==> src/rtl/pwm_seq_pkg.sv <==
// Shared types and defaults for the PWM duty sequencer.
// Provides the FSM state enum and default WIDTH / STEP_W values.
package pwm_seq_pkg;

    localparam int DEF_WIDTH  = 8;
    localparam int DEF_STEP_W = 4;

    typedef enum logic [1:0] {
        IDLE,
        RAMP,
        HOLD,
        STOP
    } state_t;

endpackage

==> src/rtl/pwm_step_sat.sv <==
// Combinational saturating step of cur toward tgt by step.
// Ports: cur, tgt, step in; nxt (next value), reached (nxt == tgt) out.
module pwm_step_sat
    import pwm_seq_pkg::*;
#(
    parameter int WIDTH  = DEF_WIDTH,
    parameter int STEP_W = DEF_STEP_W
) (
    input  logic [WIDTH-1:0]  cur,
    input  logic [WIDTH-1:0]  tgt,
    input  logic [STEP_W-1:0] step,
    output logic [WIDTH-1:0]  nxt,
    output logic              reached
);

    logic [WIDTH:0] diff;
    logic [WIDTH:0] stp;
    logic           up;

    always_comb begin
        up   = tgt > cur;
        diff = up ? ({1'b0, tgt} - {1'b0, cur})
                  : ({1'b0, cur} - {1'b0, tgt});
        stp  = {{(WIDTH + 1 - STEP_W){1'b0}}, step};
        reached = diff <= stp;
        // When not reached, stp < diff, so a full step can
        // neither overshoot the target nor wrap the range.
        if (reached) begin
            nxt = tgt;
        end else if (up) begin
            nxt = cur + stp[WIDTH-1:0];
        end else begin
            nxt = cur - stp[WIDTH-1:0];
        end
    end

endmodule

==> src/rtl/pwm_duty_sequencer.sv <==
// Soft-start / soft-retarget duty ramp controller for an 8-bit PWM.
// Ports: clk, rst (async active-low), start, stop, target, step,
//        period_tick in; duty, busy, done out (all registered).
// Option: PWM_SEQ_SOFT_STOP_EN makes stop ramp down via STOP state.
module pwm_duty_sequencer
    import pwm_seq_pkg::*;
#(
    parameter int WIDTH  = DEF_WIDTH,
    parameter int STEP_W = DEF_STEP_W
) (
    input  logic              clk,
    input  logic              rst,
    input  logic              start,
    input  logic              stop,
    input  logic [WIDTH-1:0]  target,
    input  logic [STEP_W-1:0] step,
    input  logic              period_tick,
    output logic [WIDTH-1:0]  duty,
    output logic              busy,
    output logic              done
);

    state_t              state;
    state_t              state_n;
    logic [WIDTH-1:0]    tgt_q;
    logic [WIDTH-1:0]    tgt_n;
    logic [STEP_W-1:0]   step_q;
    logic [STEP_W-1:0]   step_n;
    logic [WIDTH-1:0]    duty_n;
    logic                busy_n;
    logic                done_n;
    logic [WIDTH-1:0]    sat_tgt;
    logic [WIDTH-1:0]    sat_nxt;
    logic                sat_hit;
    logic                stop_hit;
    logic                start_ok;

`ifdef PWM_SEQ_SOFT_STOP_EN
    assign sat_tgt = (state == STOP) ? '0 : tgt_q;
`else
    assign sat_tgt = tgt_q;
`endif

    pwm_step_sat #(
        .WIDTH  (WIDTH),
        .STEP_W (STEP_W)
    ) u_sat (
        .cur     (duty),
        .tgt     (sat_tgt),
        .step    (step_q),
        .nxt     (sat_nxt),
        .reached (sat_hit)
    );

    always_ff @(posedge clk or negedge rst) begin
        if (!rst) begin
            state  <= IDLE;
            tgt_q  <= '0;
            step_q <= STEP_W'(1);
            duty   <= '0;
            busy   <= 1'b0;
            done   <= 1'b0;
        end else begin
            state  <= state_n;
            tgt_q  <= tgt_n;
            step_q <= step_n;
            duty   <= duty_n;
            busy   <= busy_n;
            done   <= done_n;
        end
    end

    always_comb begin
        state_n = state;
        tgt_n   = tgt_q;
        step_n  = step_q;
        duty_n  = duty;
        done_n  = 1'b0;

`ifdef PWM_SEQ_SOFT_STOP_EN
        stop_hit = stop && (state != IDLE) && (state != STOP);
        start_ok = start && (state != STOP);
`else
        stop_hit = stop && (state != IDLE);
        start_ok = start;
`endif

        if (stop_hit) begin
`ifdef PWM_SEQ_SOFT_STOP_EN
            state_n = STOP;
`else
            state_n = IDLE;
            duty_n  = '0;
`endif
        end else if (start_ok) begin
            tgt_n  = target;
            step_n = (step == '0) ? STEP_W'(1) : step;
            if (target == duty) begin
                state_n = HOLD;
                done_n  = 1'b1;
            end else begin
                state_n = RAMP;
            end
        end else if (period_tick) begin
            unique case (state)
                RAMP: begin
                    duty_n = sat_nxt;
                    if (sat_hit) begin
                        state_n = HOLD;
                        done_n  = 1'b1;
                    end
                end
`ifdef PWM_SEQ_SOFT_STOP_EN
                STOP: begin
                    duty_n = sat_nxt;
                    if (sat_hit) begin
                        state_n = IDLE;
                    end
                end
`endif
                default: begin
                end
            endcase
        end

        busy_n = (state_n == RAMP) || (state_n == STOP);
    end

endmodule

==> config.mk <==
export PLATFORM = sky130hd
export DESIGN_NAME = pwm_duty_sequencer
export DESIGN_NICKNAME = d
export VERILOG_FILES = /design/src/rtl/pwm_seq_pkg.sv /design/src/rtl/pwm_step_sat.sv /design/src/rtl/pwm_duty_sequencer.sv
export SDC_FILE = /design/constraint.sdc
export NUM_CORES = 1
export LEC_CHECK = 0
export ABC_AREA = 1
export CAP_MARGIN = 20
export CORE_MARGIN = 2
export CORE_UTILIZATION = 30
export DETAILED_ROUTE_END_ITERATION = 8
export GPL_TIMING_DRIVEN = 1
export PLACE_DENSITY = 0.44
export SETUP_SLACK_MARGIN = 0.4
export SLEW_MARGIN = 10
export SYNTH_ARGS = -nofsm -noshare
export SYNTH_HDL_FRONTEND = slang
export SYNTH_SLANG_ARGS = --single-unit
==> constraint.sdc <==
create_clock -name clk -period 4.4 [get_ports clk]
set_input_delay 1.1 -clock clk [delete_from_list [all_inputs] [get_ports clk]]
set_output_delay 1.1 -clock clk [all_outputs]
set_load 0.02 [all_outputs]
## Yosys cells after proc, flatten, opt, wreduce, memory -nomap -nowiden

Index checks and enable logic that the tools add are counted.

| operators by class | value |
|---|---|
| add/sub/neg operators | 4 |
| order comparisons | 2 |
| equality and inequality tests | 5 |
| mux-type cells | 20 |
| bitwise logic cells | 1 |
| reduce and logical (&&, ||, !) cells | 8 |

Operator list:

| operator | count |
|---|---|
| $mux W8 | 6 |
| $sub A8 B8 Y9 | 2 |
| $mux W2 | 6 |
| $le A9 B4 Y1 | 1 |
| $mux W9 | 1 |
| $add A8 B4 Y8 | 1 |
| $eq A8 B8 Y1 | 1 |
| $gt A8 B8 Y1 | 1 |
| $sub A8 B4 Y8 | 1 |
| $mux W1 | 6 |
| $reduce_bool A2 Y1 | 3 |
| $eq A2 B1 Y1 const B | 2 |
| $logic_not A4 Y1 | 1 |
| $mux W4 | 1 |
| $reduce_and A3 Y1 | 1 |
| $eq A2 B2 Y1 const B | 1 |
| $ne A2 B1 Y1 const B | 1 |
| $reduce_and A2 Y1 | 1 |
| $logic_and A1 B1 Y1 | 1 |
| $logic_or A1 B1 Y1 | 1 |
| $not A1 Y1 | 1 |

| storage, ports and cells | value |
|---|---|
| register bits after elaboration | 24 |
| input bits | 17 |
| word-level logic and storage cells | 46 |

## Logic depth before layout (Yosys ltp)

Gate-level depths: netlist of the first run.

| logic depth | value |
|---|---|
| depth after elaboration | 10 |
| mapped depth | 25 |
| mapped depth without buffers | 25 |

## Cells and area by module

From an unflattened synthesis of the first run, not the netlist that was laid out.

| second synthesis, totals | value |
|---|---|
| cells, all modules | 401 |
| area, all modules | 2715.1 µm² |

Modules (own cells, without submodules):

| module | instances | cells each | area each (µm²) |
|---|---|---|---|
| pwm_step_sat | 1 | 273 | 1626.6 |
| pwm_duty_sequencer | 1 | 128 | 1088.5 |

## Least setup slack after synthesis of the first run

No wires, ideal clock.

| timing | value |
|---|---|
| path kind | register to register |
| from | register duty[1] |
| to | register duty[7] |
| arrival | 3.145 ns |
| data required time | 4.283 ns |
| setup slack | 1.137 ns |
| cell stages (with the launch flop) | 25 |
| clock period less this slack | 3.263 ns |
| cell sequence | dfrtp_1 -> inv_1 -> ha_1 -> nand3_1 -> nand2_1 -> nand2_1 -> nand2_1 -> nand2_1 -> nand2_1 -> nand2_4 -> inv_2 -> nand2_1 -> nand2_1 -> xnor2_1 -> inv_1 -> ha_1 -> a21oi_1 -> o21ai_0 -> a21o_1 -> nand2_1 -> inv_1 -> a21oi_1 -> nand3_1 -> nand3_1 -> nand2_1 |

| on the way | value |
|---|---|
| longest elaborated chain between the ends | 8 |
| elaborated cells between the ends (all ways) | 13 |
| classes of those cells | 4 x add/sub; 2 x order compare; 7 x mux |

RTL lines:

| item | RTL line | text |
|---|---|---|
| start, declared | pwm_duty_sequencer.sv:18 | `output logic [WIDTH-1:0] duty,` |
| start signal, assigned | pwm_duty_sequencer.sv:67 | `duty <= duty_n;` |
| $sub A8 B8 Y9 (tied with other cells) | pwm_step_sat.sv:23 | `: ({1'b0, cur} - {1'b0, tgt});` |
| $mux W9 | pwm_step_sat.sv:22 | `diff = up ? ({1'b0, tgt} - {1'b0, cur})` |
| $le A9 B4 Y1 | pwm_step_sat.sv:25 | `reached = diff <= stp;` |
| $mux W8 * | pwm_step_sat.sv:28 | `if (reached) begin` |
| $mux W8 * | pwm_duty_sequencer.sv:105 | `unique case (state)` |
| $mux W8 * | pwm_duty_sequencer.sv:104 | `end else if (period_tick) begin` |
| $mux W8 * | pwm_duty_sequencer.sv:95 | `end else if (start_ok) begin` |
| $mux W8 * | pwm_duty_sequencer.sv:88 | `if (stop_hit) begin` |

Every way passes the cells marked *; elsewhere a longest branch is shown, timed or not. The select of a mux whose other input is x is not followed.
A chain may end at the register's enable or synchronous reset.

## Final worst setup path of the first run

| timing | value |
|---|---|
| from | register duty[6] |
| to | register duty[2] |

Same word-level chain as after synthesis.

==> results of run 1 <==
stage by stage:
stage          setup WS [ns]  total power (uW)
2_1_floorplan           1.14              1750
3_3_place_gp           0.675              2160
3_5_place_dp           0.637              2160
4_1_cts                0.597              2320
5_1_grt                0.414              2650
6_report               0.863              2320
cells by family (layout without fill, tap and decap cells):
logic type / Yosys count / in the layout
AO/OA/AOI/OAI: 48 / 48
XOR/XNOR: 8 / 8
adder cells (fa/ha/maj): 32 / 32
buffers and inverters: 73 / 97
flip-flops: 23 / 23
AND/OR/NAND/NOR: 204 / 204
registers in the layout, indices dropped and copies added, names as in the netlist:
| signal | count |
|---|---|
| busy | 1 |
| state | 1 |
| step_q | 4 |
| sat_tgt | 8 |
| duty | 8 |
| done | 1 |
worst max-delay path by stage:
| stage | startpoint | end | slack (ns) |
|---|---|---|---|
| finish | duty[6] | duty[2] | 0.86 |
| global route | duty[2] | duty[6] | 0.41 |
| CTS | duty[2] | state[1] | 0.60 |
| detailed placement | duty[2] | state[1] | 0.64 |
| global placement | duty[2] | state[1] | 0.67 |
| floorplan | duty[1] | duty[7] | 1.14 |
power by group:
group	leakage [uW]	internal, uW	switching [uW]
Combinational	0.00122	682	1130
Clock	0.0000228	64.8	74.6
Sequential	0.000290	268	95.2
per-layer routing:
layer  vias to the layer above  GRT usage (%)  wire, um
li1                       1270              -         -
met1                      1101           24.8      3640
met2                        20           28.1      3220
met3                         5          0.711        82
met4                         0           3.93        73
met5                         -              0         0
cell usage after synthesis, types with 2 or more instances:
cell type and n:
nand2_1 129, inv_1 64, nor2_1 30, ha_1 29, nand3_1 24, dfrtp_1 22, o21ai_0 19, a21oi_1 17
nand4_1 9, nand2_2 5, o21ai_1 5, xor2_1 5, buf_2 3, fa_1 3, xnor2_1 3, a31oi_1 2
buf_6 2, clkbuf_1 2, inv_2 2, nor3_1 2, o21ai_2 2
worst register-to-register path: stages (launching register included):
cell	delay [ns]
dfrtp_1	0.51
inv_1	0.13
ha_1	0.47
nand2_2	0.13
nor2_1	0.12
nand2_1	0.06
nand2_1	0.12
nand2_4	0.10
inv_2	0.16
nand2_1	0.07
nand2_1	0.08
xnor2_1	0.12
inv_1	0.07
ha_1	0.31
a21oi_1	0.12
o21ai_0	0.09
a21o_1	0.16
nand2_1	0.13
nand3_4	0.21
nand2_1	0.12
nand2_1	0.07
o21ai_1	0.14
layout make-up:
| cell class | instances | area, sq um | share of cell area, % |
|---|---|---|---|
| multi-input cells | 292 | 1650 | 56.5 |
| inverters | 66 | 248 | 8.48 |
| well taps | 105 | 131 | 4.49 |
| clock buffers | 4 | 45.0 | 1.54 |
| flip-flops and latches | 23 | 579 | 19.8 |
| repair buffers | 27 | 268 | 9.16 |
==> impl_metrics.yaml, run 1 <==
sta:
  slew_viol_final: 0
  finClkSkew_ns: 0.00443
  worstMarginPinSlew_ns: 0.833
  post-route-min-period_ns: 3.54
  timing.setup.tns_ns: 0
  timing.fmax_mhz: 283
  relSlewSlack_pct: 44.2
  rsz0062_at_grt: "no"
  period_share_pct: 80.4
  final_hold_viol_count: 0
  setup_viol: 0
  whs_ns: 0.515
setup_path:
  worstSetupStartpointType: "register"
  crit_family: "simple AND/OR/NAND/NOR gates"
  max_stage_delay_ns: 0.51
  setup.worst_path.class: "register to register"
  crit_arrival_ns: 3.74
  path_max_fanout: 15
  r2r_end: "duty[2]"
  r2r_slack_ns: 0.86
  path_cells: "inv_1 > ha_1 > nand2_2 > nor2_1 > nand2_1 > nand2_1 > nand2_4 > inv_2 > nand2_1 > nand2_1 > xnor2_1 > inv_1 > ha_1 > a21oi_1 > o21ai_0 > a21o_1 > nand2_1 > nand3_4 > nand2_1 > nand2_1 > o21ai_1"
  r2r_start: "duty[6]"
  crit_top_cell: "nand2_1"
  worst-path-buf-inv: 3
  path_depth: 21
  critPathCaptureType: "register"
  cp_slowest_cell: "dfrtp_1"
  r2r_cells: 21
  required_ns: 4.60
cts:
  clk_pin_slew_worst_paths_ns: 0.09
  insertion_delay_ns: 0.27
  cts_tree: "yes"
  cts_root_buffer: "clkbuf_8"
  hold_buffers: 0
  cts.path.max_buffers: 2
  post_cts_resized: 0
  cts.sinks: 23
  postCtsSetupBuffers: 0
  cts_buffers: 3
  htreeDepth: 1
global_route:
  globalRouteOverflowTotal: 0
  grt_max_degree: 25
  grt_pass1_vias: 2361
  grt_pass1_wl_mm: 12.0
  track_usage_pct: 17.1
  antenna_found_initial: 0
logic_synthesis:
  synth_edf_count: 0
  synth-simple-area-share_pct: 35.0
  synth_top_area_share_pct: 22.0
  yosys_most_used_dff: "dfrtp_1"
  synth_area_sq_um: 2510
  synth_compound_area_share_pct: 10.7
  synth_top_family_by_area: "simple AND/OR/NAND/NOR gates"
  syn-instance-count: 388
  synthesis.nets: 437
  ys_warn_count: 0
  synth_xor_area_share_pct: 2.79
  synth_fa_ha_area_share_pct: 16.9
  syn_avg_cell_area_sq_um: 6.46
  synth_area_leaders: "dfrtp_1 22%, nand2_1 19%, ha_1 14%"
  synth_mux_area_share_pct: 0
  synth_async_sr_flop_share_pct: 100
  synth-seq-area-share_pct: 23.0
  yosys.area.top_type: "dfrtp_1"
  synth_cell_type_count: 30
  synth-seq-cells: 23
pwr:
  p_leak_uw: 0.00153
  irDropWorstVdd_mv: 0.337
  power.density_nw_per_um2: 792
die:
  core_sq_um: 8180
  die_h_um: 95.4
  die_x_um: 95.4
  initial_utilization_pct: 30.7
  io_pins: 27
  rows: 33
  die-area_sq_um: 9100
place:
  io_buffers: 26
  placed_cells: 513
  dpl.hpwl_mm: 5.76
  dpl_cell_area_sq_um: 2860
  routabilityCongestion: 0.842
cells_and_area:
  drive_gt1_share_pct: 6.55
  final_area_sq_um: 2920
  fin_cells: 517
  fin_util_pct: 35.8
  final_common_cell: "nand2_1"
  layout_common_cells: "129 x nand2_1, 64 x inv_1, 29 x nor2_1, 26 x ha_1, 26 x clkdlybuf4s50_1"
  fin_nets: 462
  syn_to_final_growth_pct: 16.6
  fillers: 900
  num_antenna_cells: 0
detailed_routing:
  viasPerCell: 4.63
  drcViolationCount: 0
  route.vias.total: 2396
  drtIter0Drc: 68
  drt-total-wl_mm: 7.01
  routedWlPerCell_um: 13.6
  postRouteAntennaNets: 0
  first_pass_iters: 4
worst_hold_path:
  holdPathStages: 2
  min_to: "step_q[3]"
  hold_path.class: "register to register"
  hold_start: "step_q[3]"
status:
  status: "finished, final reports clean"
run:
  drv_cap: 0
Note: power is estimated with default switching activity, not from simulation.
==> inputs of run 2 (changes only) <==
==> constraint.sdc (replaced) <==
create_clock -name clk -period 3.3 [get_ports clk]
set_input_delay 0.825 -clock clk [delete_from_list [all_inputs] [get_ports clk]]
set_output_delay 0.825 -clock clk [all_outputs]
set_load 0.02 [all_outputs]
==> run 2 against run 1 <==
Effect of this change:
- clock skew decreased by 0.0018 ns
- largest power group unchanged
- critical endpoint is now state[1]
- routed wire length increased by 12%
- first-iteration DRC count increased by 60%
- core utilization increased by 6.6 points
- cell count increased by 8.5%
- total power increased by 77%
- clock power increased by 33%
==> impl_metrics.yaml, run 2 (synthesis results as in run 1) <==
status:
  status: "finished, final reports clean"
detailed_routing:
  drcViolationCount: 0
  viasPerCell: 4.66
  routedWlPerCell_um: 14.0
  route.vias.total: 2614
  drt-total-wl_mm: 7.85
  postRouteAntennaNets: 0
  drtIter0Drc: 109
  first_pass_iters: 4
sta:
  relSlewSlack_pct: 50.4
  worstMarginPinSlew_ns: 0.743
  slew_viol_final: 0
  rsz0062_at_grt: "yes"
  timing.fmax_mhz: 343
  setup_viol: 0
  setup_ws_ns: 0.383
  whs_ns: 0.504
  final_hold_viol_count: 0
  finClkSkew_ns: 0.00265
  timing.setup.tns_ns: 0
  period_share_pct: 88.4
  post-route-min-period_ns: 2.92
die:
  die-area_sq_um: 9100
  die_h_um: 95.4
  rows: 33
  core_sq_um: 8180
  initial_utilization_pct: 30.7
  io_pins: 27
  die_x_um: 95.4
worst_hold_path:
  hold_start: "step_q[3]"
  hold_path.class: "register to register"
  holdPathStages: 2
  min_to: "step_q[3]"
cells_and_area:
  fillers: 853
  layout_common_cells: "120 x nand2_1, 56 x inv_1, 43 x buf_4, 27 x nor2_1, 26 x clkdlybuf4s50_1"
  fin_nets: 506
  final_area_sq_um: 3460
  syn_to_final_growth_pct: 38.1
  num_antenna_cells: 0
  final_common_cell: "nand2_1"
  drive_gt1_share_pct: 25.0
place:
  dpl_cell_area_sq_um: 3030
  io_buffers: 26
  routabilityCongestion: 0.781
  dpl.hpwl_mm: 6.05
  pre_cts_ws_ns: 0.0359
global_route:
  grt_max_degree: 25
  antenna_found_initial: 0
  track_usage_pct: 18.5
  grt_pass1_vias: 2637
  grt_pass1_wl_mm: 12.8
  globalRouteOverflowTotal: 0
setup_path:
  cp_slowest_cell: "dfrtp_2"
  critPathCaptureType: "register"
  crit_family: "compound AO/OA/AOI/OAI gates"
  r2r_end: "state[1]"
  worst-path-buf-inv: 4
  crit_top_cell: "nand2_2"
  worstSetupStartpointType: "register"
  setup.worst_path.class: "register to register"
  crit_arrival_ns: 3.12
  r2r_start: "duty[2]"
  required_ns: 3.50
  max_stage_delay_ns: 0.43
  r2r_slack_ns: 0.38
  path_cells: "inv_4 > ha_4 > a21oi_4 > nand2_2 > nand2_2 > nand2_1 > nand2_1 > nand2_2 > nand2_4 > inv_4 > nand2_2 > nand2_2 > xnor2_2 > inv_1 > ha_4 > a21oi_2 > o21ai_1 > a21o_1 > nand2_4 > inv_2 > a21oi_4 > nand4_1 > a21oi_2"
  r2r_cells: 23
  path_max_fanout: 6
cts:
  insertion_delay_ns: 0.27
  cts.path.max_buffers: 2
  htreeDepth: 1
  cts_root_buffer: "clkbuf_8"
  clk_pin_slew_worst_paths_ns: 0.09
  cts_tree: "yes"
  cts_buffers: 3
  hold_buffers: 0
  cts.sinks: 23
pwr:
  p_leak_uw: 0.00176
  irDropWorstVdd_mv: 0.668
  power.density_nw_per_um2: 1180
run:
  drv_cap: 0
==> run 2: cell types whose count changed in the layout (fill, tap and decap cells not counted), moves of 7 or more <==
| cell | delta |
|---|---|
| inv_1 | -8 |
| dfrtp_1 | -8 |
| buf_4 | +42 |
| nand2_1 | -9 |
| dfrtp_2 | +8 |
| ha_4 | +7 |
| nand2_2 | +8 |
==> run 2: worst max path at each step <==
| stage | from | endpoint | slack [ns] | depth (start not counted) |
|---|---|---|---|---|
| global route | duty[1] | duty[6] | 0.16 | 22 |
| finish | duty[2] | state[1] | 0.38 | 23 |
| CTS | duty[2] | state[1] | 0.37 | 23 |
| floorplan | duty[2] | duty[3] | 0.37 | 25 |
| global placement | duty[5] | state[1] | 0.05 | 17 |
| detailed placement | duty[5] | state[1] | 0.04 | 20 |
==> run 2: power breakdown <==
group          internal (uW)  leakage, uW  switching [uW]
clock                   86.5    0.0000228            98.1
sequential               363     0.000278            73.8
combinational           1530      0.00146            1940
total                   1980      0.00176            2110
==> run 2: through the flow <==
step	total power, uW	instances	util, %
floorplan	2460	388	-
global route	4540	561	42.3
CTS	3930	556	41.2
global placement	3150	529	37.1
detailed placement	3140	529	37.1
finish	4090	561	42.3
==> run 2: repair_timing <==
item,in CTS,in global routing
buffers inserted,22,5
setup endpoints to repair,11,11
gates resized for setup,30,17
pin swaps,13,14
cloned,1,0
==> run 2: worst register-to-register path, stage by stage (launching register included) <==
cell and delay, ns:
dfrtp_2 0.43, inv_4 0.08, ha_4 0.22, a21oi_4 0.15, nand2_2 0.08, nand2_2 0.07
nand2_1 0.05, nand2_1 0.06, nand2_2 0.07, nand2_4 0.12, inv_4 0.06, nand2_2 0.06
nand2_2 0.06, xnor2_2 0.12, inv_1 0.08, ha_4 0.22, a21oi_2 0.10, o21ai_1 0.08
a21o_1 0.19, nand2_4 0.11, inv_2 0.05, a21oi_4 0.14, nand4_1 0.12, a21oi_2 0.14
==> run 2: layout make-up <==
| class | count | area [sq um] | share of cell area, % |
|---|---|---|---|
| multi-input cells | 293 | 1850 | 53.4 |
| repair buffers | 70 | 594 | 17.2 |
| flip-flops and latches | 23 | 589 | 17.0 |
| inverters | 66 | 253 | 7.30 |
| well taps | 105 | 131 | 3.79 |
| clock buffers | 4 | 45.0 | 1.30 |
==> run 2: layer usage <==
| layer | wire, um | track usage (%) | part of all wire [%] | up-vias |
|---|---|---|---|---|
| li1 | - | - | - | 1363 |
| met1 | 3980 | 26.0 | 51 | 1215 |
| met2 | 3620 | 31.3 | 46 | 31 |
| met3 | 169 | 1.03 | 2.2 | 5 |
| met4 | 78 | 4.29 | 0.99 | 0 |
| met5 | 0 | 0 | 0 | - |
